==> src/rtl/cpu_pipe_pkg.sv <==
// Shared pipeline types: MEM-stage FSM states, datapath widths and the MEM/WB bundle.
package cpu_pipe_pkg;

  localparam int unsigned DATA_W = 32;
  localparam int unsigned REG_W  = 5;

  typedef enum logic {
    IDLE = 1'b0,
    BUSY = 1'b1
  } state_t;

  typedef struct packed {
    logic              regwrite;
    logic              memtoreg;
    logic [DATA_W-1:0] alu_result;
    logic [DATA_W-1:0] rdata;
    logic [REG_W-1:0]  wn;
  } memwb_t;

  localparam memwb_t MEMWB_BUBBLE = '0;

endpackage

==> src/rtl/mem_wb_reg.sv <==
// MEM/WB pipeline register: loads the supplied bundle or inserts a bubble each cycle.
import cpu_pipe_pkg::*;

module mem_wb_reg (
  input  logic   clk,
  input  logic   rst,
  input  logic   i_load,
  input  memwb_t i_d,
  output memwb_t o_q
);

  memwb_t r_q;

  always_ff @(posedge clk) begin
    if (rst || !i_load) r_q <= MEMWB_BUBBLE;
    else                r_q <= i_d;
  end

  assign o_q = r_q;

endmodule

==> src/rtl/mem_stage_ctrl.sv <==
// MEM stage control: load/store handshake to variable-latency data memory with timeout.
// Optional macro MISALIGN_TRAP_EN: trap misaligned accesses instead of truncating the address.
import cpu_pipe_pkg::*;

module mem_stage_ctrl #(
  parameter int unsigned TIMEOUT = 16,
  parameter int unsigned TO_W    = 5
) (
  input  logic              clk,
  input  logic              rst,
  input  logic              ex_regwrite,
  input  logic              ex_memtoreg,
  input  logic              ex_memread,
  input  logic              ex_memwrite,
  input  logic [DATA_W-1:0] ex_alu_result,
  input  logic [DATA_W-1:0] ex_rd2,
  input  logic [REG_W-1:0]  ex_wn,
  output logic              stall_o,
  output logic              dm_req,
  output logic              dm_we,
  output logic [DATA_W-1:0] dm_addr,
  output logic [DATA_W-1:0] dm_wdata,
  input  logic              dm_ack,
  input  logic [DATA_W-1:0] dm_rdata,
  output logic              wb_regwrite,
  output logic              wb_memtoreg,
  output logic [DATA_W-1:0] wb_alu_result,
  output logic [DATA_W-1:0] wb_rdata,
  output logic [REG_W-1:0]  wb_wn,
`ifdef MISALIGN_TRAP_EN
  output logic              misalign_o,
`endif
  output logic              timeout_err
);

  localparam logic [TO_W-1:0] TO_LAST = TO_W'(TIMEOUT - 1);

  state_t            r_state, w_next_state;
  logic [TO_W-1:0]   r_cnt;
  logic              r_req, r_we, r_regwrite, r_memtoreg, r_to_err;
  logic [DATA_W-1:0] r_addr, r_wdata;
  logic [REG_W-1:0]  r_wn;
  logic              w_mem_op, w_misal, w_stall, w_issue, w_done, w_abort, w_wb_load;
  memwb_t            w_wb_d, w_wb_q;

  assign w_mem_op = ex_memread | ex_memwrite;
`ifdef MISALIGN_TRAP_EN
  assign w_misal  = w_mem_op && (ex_alu_result[1:0] != 2'b00);
`else
  assign w_misal  = 1'b0;
`endif

  always_comb begin
    w_next_state = r_state;
    w_stall      = 1'b0;
    w_issue      = 1'b0;
    w_done       = 1'b0;
    w_abort      = 1'b0;
    w_wb_load    = 1'b0;
    w_wb_d       = MEMWB_BUBBLE;
    unique case (r_state)
      IDLE: begin
        if (w_mem_op && !w_misal) begin
          w_stall      = 1'b1;
          w_issue      = 1'b1;
          w_next_state = BUSY;
        end else if (!w_mem_op) begin
          w_wb_load = 1'b1;
          w_wb_d    = '{regwrite: ex_regwrite, memtoreg: ex_memtoreg,
                        alu_result: ex_alu_result, rdata: '0, wn: ex_wn};
        end
      end
      BUSY: begin
        // Ack is checked first so a completion on the last allowed cycle is kept.
        if (dm_ack) begin
          w_done       = 1'b1;
          w_wb_load    = 1'b1;
          w_wb_d       = '{regwrite: r_regwrite, memtoreg: r_memtoreg,
                           alu_result: r_addr, rdata: (r_we ? '0 : dm_rdata), wn: r_wn};
          w_next_state = IDLE;
        end else if (r_cnt == TO_LAST) begin
          w_abort      = 1'b1;
          w_next_state = IDLE;
        end else begin
          w_stall = 1'b1;
        end
      end
      default: w_next_state = IDLE;
    endcase
  end

  assign stall_o = w_stall & ~rst;

  always_ff @(posedge clk) begin
    if (rst) begin
      r_state    <= IDLE;
      r_cnt      <= '0;
      r_req      <= 1'b0;
      r_we       <= 1'b0;
      r_addr     <= '0;
      r_wdata    <= '0;
      r_wn       <= '0;
      r_regwrite <= 1'b0;
      r_memtoreg <= 1'b0;
      r_to_err   <= 1'b0;
    end else begin
      r_state <= w_next_state;
      if (w_issue) begin
        r_req      <= 1'b1;
        r_we       <= ~ex_memread;
`ifdef MISALIGN_TRAP_EN
        r_addr     <= ex_alu_result;
`else
        r_addr     <= {ex_alu_result[DATA_W-1:2], 2'b00};
`endif
        r_wdata    <= ex_rd2;
        r_wn       <= ex_wn;
        r_regwrite <= ex_regwrite;
        r_memtoreg <= ex_memtoreg;
        r_cnt      <= '0;
      end else if (w_done || w_abort) begin
        r_req <= 1'b0;
      end else if (r_state == BUSY) begin
        r_cnt <= r_cnt + TO_W'(1);
      end
      if (w_abort) r_to_err <= 1'b1;
    end
  end

`ifdef MISALIGN_TRAP_EN
  logic r_misalign;
  always_ff @(posedge clk) begin
    if (rst) r_misalign <= 1'b0;
    else     r_misalign <= (r_state == IDLE) && w_misal;
  end
  assign misalign_o = r_misalign;
`endif

  mem_wb_reg u_mem_wb_reg (
    .clk    (clk),
    .rst    (rst),
    .i_load (w_wb_load),
    .i_d    (w_wb_d),
    .o_q    (w_wb_q)
  );

  assign dm_req        = r_req;
  assign dm_we         = r_we;
  assign dm_addr       = r_addr;
  assign dm_wdata      = r_wdata;
  assign timeout_err   = r_to_err;
  assign wb_regwrite   = w_wb_q.regwrite;
  assign wb_memtoreg   = w_wb_q.memtoreg;
  assign wb_alu_result = w_wb_q.alu_result;
  assign wb_rdata      = w_wb_q.rdata;
  assign wb_wn         = w_wb_q.wn;

endmodule

==> config.mk <==
export PLATFORM = sky130hd
export DESIGN_NAME = mem_stage_ctrl
export DESIGN_NICKNAME = d
export VERILOG_FILES = /design/src/rtl/cpu_pipe_pkg.sv /design/src/rtl/mem_wb_reg.sv /design/src/rtl/mem_stage_ctrl.sv
export SDC_FILE = /design/constraint.sdc
export NUM_CORES = 1
export LEC_CHECK = 0
export CORE_ASPECT_RATIO = 0.7
export CORE_MARGIN = 8
export CORE_UTILIZATION = 40
export DETAILED_ROUTE_END_ITERATION = 8
export PLACE_DENSITY_LB_ADDON = 0.12
export SETUP_SLACK_MARGIN = 0.15
export SLEW_MARGIN = 40
export SYNTH_ARGS = -nofsm -noshare
export SYNTH_HDL_FRONTEND = slang
export SYNTH_SLANG_ARGS = --single-unit
export TNS_END_PERCENT = 100
==> constraint.sdc <==
create_clock -name clk -period 2.2 [get_ports clk]
set_input_delay 0.44 -clock clk [delete_from_list [all_inputs] [get_ports clk]]
set_output_delay 0.44 -clock clk [all_outputs]
set_load 0.005 [all_outputs]
==> results of run 1 <==
==> logic make-up (layout without fill, tap and decap cells) <==
| family | after synthesis | count (layout) | synth area share, % |
|---|---|---|---|
| simple gates | 225 | 225 | 19.69 |
| other cells | 1 | 2 | 0.07675 |
| fa+ha+maj | 2 | 2 | 0.5121 |
| compound gates | 121 | 121 | 14.57 |
| buf+inv | 47 | 298 | 3.918 |
| xor+xnor | 1 | 1 | 0.1793 |
| flops | 149 | 149 | 61.05 |
==> worst max-delay path: stages (launching register included) <==
cell	delay [ns]
dfxtp_2	0.33
ha_4	0.16
and3_4	0.18
ha_4	0.15
or3b_4	0.37
a21oi_2	0.13
buf_2	0.12
==> flip-flops by register name, indices dropped and copies added, names as in the netlist <==
signal and cells:
r_cnt 5, u_mem_wb_reg.o_q 71, r_state 1, r_memtoreg 1, r_regwrite 1, dm_req 1, r_wn 5, dm_addr 30
dm_wdata 32, dm_we 1, timeout_err 1
==> worst paths after layout <==
check | startpoint | end | depth (start not counted)
worst max-delay path | r_cnt[1] | stall_o | 6
worst min-delay path | dm_wdata[10] | dm_wdata[10] | 2
worst max register to register | r_cnt[1] | r_cnt[3] | 9
worst min register to register | dm_wdata[10] | dm_wdata[10] | 2
==> per-stage QoR <==
| step | utilization (%) | total power, mW | hold WS (ns) | area (um2) |
|---|---|---|---|---|
| floorplan | - | 3.256 | 0.4368 | 4890 |
| global placement | 63.59 | 3.795 | 0.4406 | 7510 |
| detailed placement | 63.59 | 3.819 | 0.4453 | 7510 |
| CTS | 69.22 | 6.796 | 0.4542 | 8174 |
| global route | 69.44 | 7.021 | 0.4746 | 8200 |
| finish | 69.44 | 6.742 | 0.4552 | 8200 |
==> report_power, final <==
part / total, mW / switching, mW / internal [mW]
Combinational: 0.853 / 0.358 / 0.495
Clock: 2.98 / 1.15 / 1.83
Sequential: 2.91 / 0.0706 / 2.84
Total: 6.74 / 1.58 / 5.16
==> routing by layer <==
layer	global-route usage [%]	up-vias
li1	-	2268
met1	20.63	2159
met2	32.55	157
met3	7.927	9
met4	5.656	0
met5	0	-
==> timing repair <==
item / CTS / global route
gates resized for setup: 13 / 5
setup buffers: 2 / 1
endpoints found under the setup margin: 1 / 3
pin swaps: 4 / 5
endpoints found under the hold margin: 0 / 0
==> layout make-up <==
type / count / area, um2 / share of cell area (%)
clock buffer: 19 / 442.9 / 5.401
clock inverter: 13 / 170.2 / 2.075
inverter: 4 / 15.01 / 0.1831
multi-input combinational: 351 / 1792 / 21.85
sequential: 149 / 2985 / 36.41
tap: 157 / 196.4 / 2.395
timing repair buffer: 262 / 2599 / 31.69
==> synth_stat cells <==
library cell	number	area, um2
a211oi_1	2	15.01
nor3_1	1	5.000
buf_4	2	15.01
or3b_1	1	8.760
or3_1	2	12.51
a21oi_1	76	380.4
inv_1	4	15.01
nand3_1	1	5.000
xnor2_1	1	8.760
nor3b_1	1	7.510
o21ai_0	3	15.01
nand2_1	140	525.5
dfxtp_1	149	2983
buf_1	1	3.750
nor4_1	1	6.260
ha_1	2	25.02
and2_2	1	7.510
nor2_1	41	153.9
a31oi_1	1	6.260
buf_2	6	30.03
and3b_1	2	17.52
and3_1	1	6.260
clkbuf_1	34	127.6
conb_1	1	3.750
o21bai_1	1	7.510
a22oi_1	37	277.8
and2_1	32	200.2
o21ba_2	1	10.01
nand2b_1	1	6.260
==> results by group, run 1 <==
Outcome
  – Status: complete, but fails checks
  – Failing checks: negative setup slack

Clocking
  – CTS buffer count: 17
  – CTS Hold Bufs: 0
  – CTS Sinks: 149
  – Latest clock arrival within the worst-skew pair: 0.41 ns
  – CTS tree: yes
  – CTS clk-pin slew, worst paths: 0.07 ns
  – H-tree levels: 4
  – Clk root buf: clkbuf_16
  – Clock Path Buffers: 2

Die
  – Die footprint: 16,060 um2
  – Core area: 11,810 um2
  – Die Span X: 148.1 um
  – I/O pins: 247
  – Initial Util: 41.38%
  – Die height: 108.5 um
  – Number of cell rows: 33

Drt
  – Routed WL: 15.56 mm
  – Initial drt markers: 214
  – Uppermost layer routed: met4
  – Wire per inst: 16.29 um
  – Met2 routed WL: 7.764 mm
  – M1 WL: 6.262 mm
  – Post-route ant nets: 0
  – Vias: 4,593
  – Met3 routed WL: 1.417 mm
  – Vias/cell: 4.809
  – Drt pass-1 iters: 5
  – Drc violations: 0

Run
  – Max Cap Violations: 0

Timing
  – Post-layout minimum cycle time: 2.274 ns
  – Final Hold Vio Count: 0
  – Worst Max-Slew Pin Slew: 0.8209 ns
  – Final WS setup: -0.07414 ns
  – Fmax: 439.7 MHz
  – Setup violators final: 1
  – Rel. slew slack: 45.27%
  – RSZ-0062 raised after global routing: yes
  – Clock Skew: 0.009273 ns
  – Setup tns final: -0.07414 ns
  – Period utilisation layout: 103.4%
  – Slew Limit Fails: 0

Worst hold path
  – Hold Crit Class: flip-flop to flip-flop

Placed design
  – Placed cells: 920
  – Port bufs: 244
  – Setup WS pre-CTS: -0.1706 ns
  – Post-DP HPWL: 11.02 mm
  – Final GP Congestion: 0.7520

Worst setup path
  – Setup crit end kind: primary output
  – Critical-path maximum fanout: 2
  – CP Class: flip-flop to primary output
  – Worst path arrival time: 1.83 ns
  – Required time of the critical path: 1.76 ns
  – CP startpoint kind: flip-flop
  – R2R Setup Slk: 0.07 ns

Power
  – Power Dens Cells: 822.1 nW/um2
  – Max rail drop VDD: 0.6329 mV
  – P_leak: 3.147 nW

Layout
  – Most common cell after layout, fill and taps aside: clkdlybuf4s50_1
  – Commonest cells after routing, fill and taps aside: clkdlybuf4s50_1 (242), dfxtp_1 (147), nand2_1 (140)
  – P&R area growth vs syn: 67.84%
  – Layout cells sized above 1: 8.396%
  – Final std cells w/o fill: 955
  – ANT cells: 0
  – Final #Nets: 895
  – Fillers: 921

Global routing
  – Vias in the first global route: 4,539
  – Initial antenna violation count: 0
  – First-pass GRT wire length: 24.02 mm
  – Total track usage: 18.71%
  – Total congestion overflow: 0
  – Pin count of the biggest net entering global routing: 115

Synth
  – Synth Register Bits: 149
  – Cell variety after synth: 29
  – Syn Inst Count: 546
  – Synth Warn #: 0
  – Post-Syn Area: 4886 um2
  – Average size of a mapped cell: 8.949 um2
  – Sequential fraction of the synthesis area: 61.05%
Power figures use the tool's default switching activity.
==> inputs of run 2 (changes only) <==
--- a/config.mk
+++ b/config.mk
@@ -5,6 +5,7 @@
 export SDC_FILE = /design/constraint.sdc
 export NUM_CORES = 1
 export LEC_CHECK = 0
+export CAP_MARGIN = 20
 export CORE_ASPECT_RATIO = 0.7
 export CORE_MARGIN = 8
 export CORE_UTILIZATION = 40
==> results of run 2 <==
Final layout, timing and power as in run 1 (identical DEF).
==> inputs of run 3 (changes only) <==
--- a/config.mk
+++ b/config.mk
@@ -8,12 +8,13 @@
 export CAP_MARGIN = 20
 export CORE_ASPECT_RATIO = 0.7
 export CORE_MARGIN = 8
-export CORE_UTILIZATION = 40
+export CORE_UTILIZATION = 42
 export DETAILED_ROUTE_END_ITERATION = 8
-export PLACE_DENSITY_LB_ADDON = 0.12
+export PLACE_DENSITY = 0.8
 export SETUP_SLACK_MARGIN = 0.15
 export SLEW_MARGIN = 40
 export SYNTH_ARGS = -nofsm -noshare
 export SYNTH_HDL_FRONTEND = slang
+export SYNTH_HIERARCHICAL = 1
 export SYNTH_SLANG_ARGS = --single-unit
 export TNS_END_PERCENT = 100
==> results by group, run 3 <==
Outcome
  – Status: complete, but fails checks (unchanged)
  – Failing checks: negative setup slack (unchanged)

Drt
  – Routed WL: 17.36 mm (was 15.56 mm)
  – Drt pass-1 iters: 7 (was 5)
  – Initial drt markers: 221 (was 214)
  – Drc violations: 0 (unchanged)
  – Wire per inst: 17.33 um (was 16.29 um)
  – Vias: 5,063 (was 4,593)
  – Vias/cell: 5.053 (was 4.809)
  – Post-route ant nets: 0 (unchanged)

Clocking
  – Clock Path Buffers: 2 (unchanged)
  – Clk root buf: clkbuf_16 (unchanged)
  – CTS tree: yes (unchanged)
  – H-tree levels: 4 (unchanged)
  – CTS clk-pin slew, worst paths: 0.06 ns (was 0.07 ns)
  – CTS buffer count: 17 (unchanged)
  – CTS Hold Bufs: 0 (unchanged)
  – CTS Sinks: 149 (unchanged)
  – Latest clock arrival within the worst-skew pair: 0.41 ns (about the same)

Timing
  – Rel. slew slack: 53.40% (was 45.27%)
  – Post-layout minimum cycle time: 2.301 ns (was 2.274 ns)
  – Final WS setup: -0.1007 ns (was -0.07414 ns)
  – Final Hold Vio Count: 0 (unchanged)
  – Fmax: 434.7 MHz (was 439.7 MHz)
  – Clock Skew: 0.009263 ns (was 0.009273 ns)
  – Worst Max-Slew Pin Slew: 0.6990 ns (was 0.8209 ns)
  – Period utilisation layout: 104.6% (was 103.4%)
  – Setup violators final: 1 (unchanged)
  – Slew Limit Fails: 0 (unchanged)
  – RSZ-0062 raised after global routing: yes (unchanged)

Worst setup path
  – Critical-path maximum fanout: 2 (unchanged)
  – CP startpoint kind: flip-flop (unchanged)
  – Setup crit end kind: primary output (unchanged)
  – CP Class: flip-flop to primary output (unchanged)
  – Required time of the critical path: 1.76 ns (about the same)
  – Worst path arrival time: 1.86 ns (was 1.83 ns)

Layout
  – Most common cell after layout, fill and taps aside: clkdlybuf4s50_1 (unchanged)
  – Final #Nets: 933 (was 895)
  – Final std cells w/o fill: 1,002 (was 955)
  – Design area: 8861 um2 (was 8200 um2)
  – Layout cells sized above 1: 16.27% (was 8.396%)
  – Max reg flops: 71 (unchanged)
  – Core Util, Final: 67.90% (was 69.44%)
  – P&R area growth vs syn: 59.54% (was 67.84%)
  – Commonest cells after routing, fill and taps aside: clkdlybuf4s50_1 (242), dfxtp_1 (147), nand2_1 (140) (unchanged)
  – ANT cells: 0 (unchanged)

Die
  – Die footprint: 17,220 um2 (was 16,060 um2)
  – I/O pins: 247 (unchanged)
  – Die height: 112.2 um (was 108.5 um)
  – Die Span X: 153.4 um (was 148.1 um)
  – Core area: 13,050 um2 (was 11,810 um2)
  – Initial Util: 42.56% (was 41.38%)
  – Number of cell rows: 35 (was 33)

Placed design
  – Post-DP HPWL: 12.05 mm (was 11.02 mm)
  – Placed cells: 969 (was 920)
  – Port bufs: 244 (unchanged)
  – Final GP Congestion: 0.8354 (was 0.7520)
  – Placed cell areas: 8214 um2 (was 7510 um2)

Global routing
  – Total track usage: 19.69% (was 18.71%)
  – Pin count of the biggest net entering global routing: 77 (was 115)
  – Vias in the first global route: 5,129 (was 4,539)
  – Total congestion overflow: 0 (unchanged)
  – Initial antenna violation count: 0 (unchanged)
  – First-pass GRT wire length: 27.49 mm (was 24.02 mm)

Synth
  – Syn Inst Count: 590 (was 546)
  – Cell variety after synth: 28 (was 29)
  – Synth Register Bits: 149 (unchanged)
  – Post-synth top area cell: dfxtp_1 (unchanged)
  – Ys async rst share: 0% (unchanged)
  – Post-synth EDFFs: 0 (unchanged)
  – Sequential fraction of the synthesis area: 53.71% (was 61.05%)
  – Average size of a mapped cell: 9.414 um2 (was 8.949 um2)
  – Largest cells by area after synthesis: dfxtp_1 (54%), and3b_2 (13%), nand2_1 (9.5%) (was dfxtp_1 (61%), nand2_1 (11%), a21oi_1 (7.8%))
  – Post-synth top area share: 53.71% (was 61.05%)
  – Post-Syn Area: 5554 um2 (was 4886 um2)
  – Synth Warn #: 6 (was 0)
  – Top_reg_cell synth: dfxtp_1 (unchanged)
  – Synth top cells by count: dfxtp_1 (149), nand2_1 (140), a21oi_1 (77) (was dfxtp_1 (149), nand2_1 (140), a21oi_1 (76))
  – Most common cell in the netlist: dfxtp_1 (unchanged)

Power
  – Max rail drop VDD: 0.6376 mV (was 0.6329 mV)
  – P_leak: 3.626 nW (was 3.147 nW)
  – Power Dens Cells: 765.8 nW/um2 (was 822.1 nW/um2)
  – Total Power: 6.786 mW (was 6.742 mW)

Worst hold path
  – Hold Crit Class: flip-flop to flip-flop (unchanged)

Run
  – Max Cap Violations: 0 (unchanged)
-- run 3: layout make-up --
type / instances / area, um2
flip-flops and latches: 149 / 2985
fillers: 991 / 4189
multi-input cells: 387 / 2396
clock inverters: 14 / 176.4
clock buffers: 18 / 429.2
repair buffers: 265 / 2655
inverters: 3 / 11.26
well taps: 166 / 207.7
-- run 3: per-layer routing --
layer,vias to the layer above,global-route usage (%),routed length [um]
met5,-,0,0
met2,206,33.64,8409
met1,2388,22.35,7224
met4,0,6.376,289
li1,2447,-,-
met3,22,7.639,1436
-- run 3: cells by family (layout without fill, tap and decap cells) --
kind of cell | Yosys count | after routing | share of synthesized area (%)
AND/OR/NAND/NOR | 261 | 261 | 27.69
flip-flops | 149 | 149 | 53.71
AO/OA/AOI/OAI | 121 | 121 | 13.63
buffers and inverters | 55 | 300 | 4.303
adder cells (fa/ha/maj) | 2 | 2 | 0.4505
other | 1 | 2 | 0.06752
XOR/XNOR | 1 | 1 | 0.1577
-- run 3: through the flow --
step / hold slack [ns] / setup TNS, ns / worst slack [ns]
finish: 0.4548 / -0.1007 / -0.1007
global route: 0.4760 / -0.1901 / -0.1901
CTS: 0.4556 / -0.1166 / -0.1166
detailed placement: 0.4498 / -0.2417 / -0.2373
global placement: 0.4412 / -0.2110 / -0.2110
floorplan: 0.4360 / 0 / 0.2374
-- run 3: final timing paths --
path / start / end / slack, ns / depth (start not counted)
worst max-delay path: r_cnt[0] / stall_o / -0.10 / 6
worst min-delay path: dm_wdata[23] / dm_wdata[23] / 0.45 / 2
worst max register to register: r_cnt[0] / r_cnt[3] / 0.30 / 7
worst min register to register: dm_wdata[23] / dm_wdata[23] / 0.45 / 2
-- run 3: critical path: stages (launching register included) --
cell     delay (ns)
dfxtp_2        0.34
ha_4           0.16
and3_4         0.15
ha_4           0.16
or3b_4         0.38
a21oi_2        0.15
buf_2          0.13
-- run 3: power by group --
part | leakage (nW) | internal (mW) | switching (mW)
Combinational | 2.12 | 0.529 | 0.403
Clock | 0.285 | 1.80 | 1.16
Sequential | 1.22 | 2.82 | 0.0718
-- run 3: repair_timing --
| action | CTS | global route |
|---|---|---|
| gates cloned | 0 | 0 |
| gates resized for setup | 13 | 0 |
| endpoints found under the setup margin | 2 | 1 |
| pin swaps | 4 | 3 |
| buffers inserted | 0 | 1 |
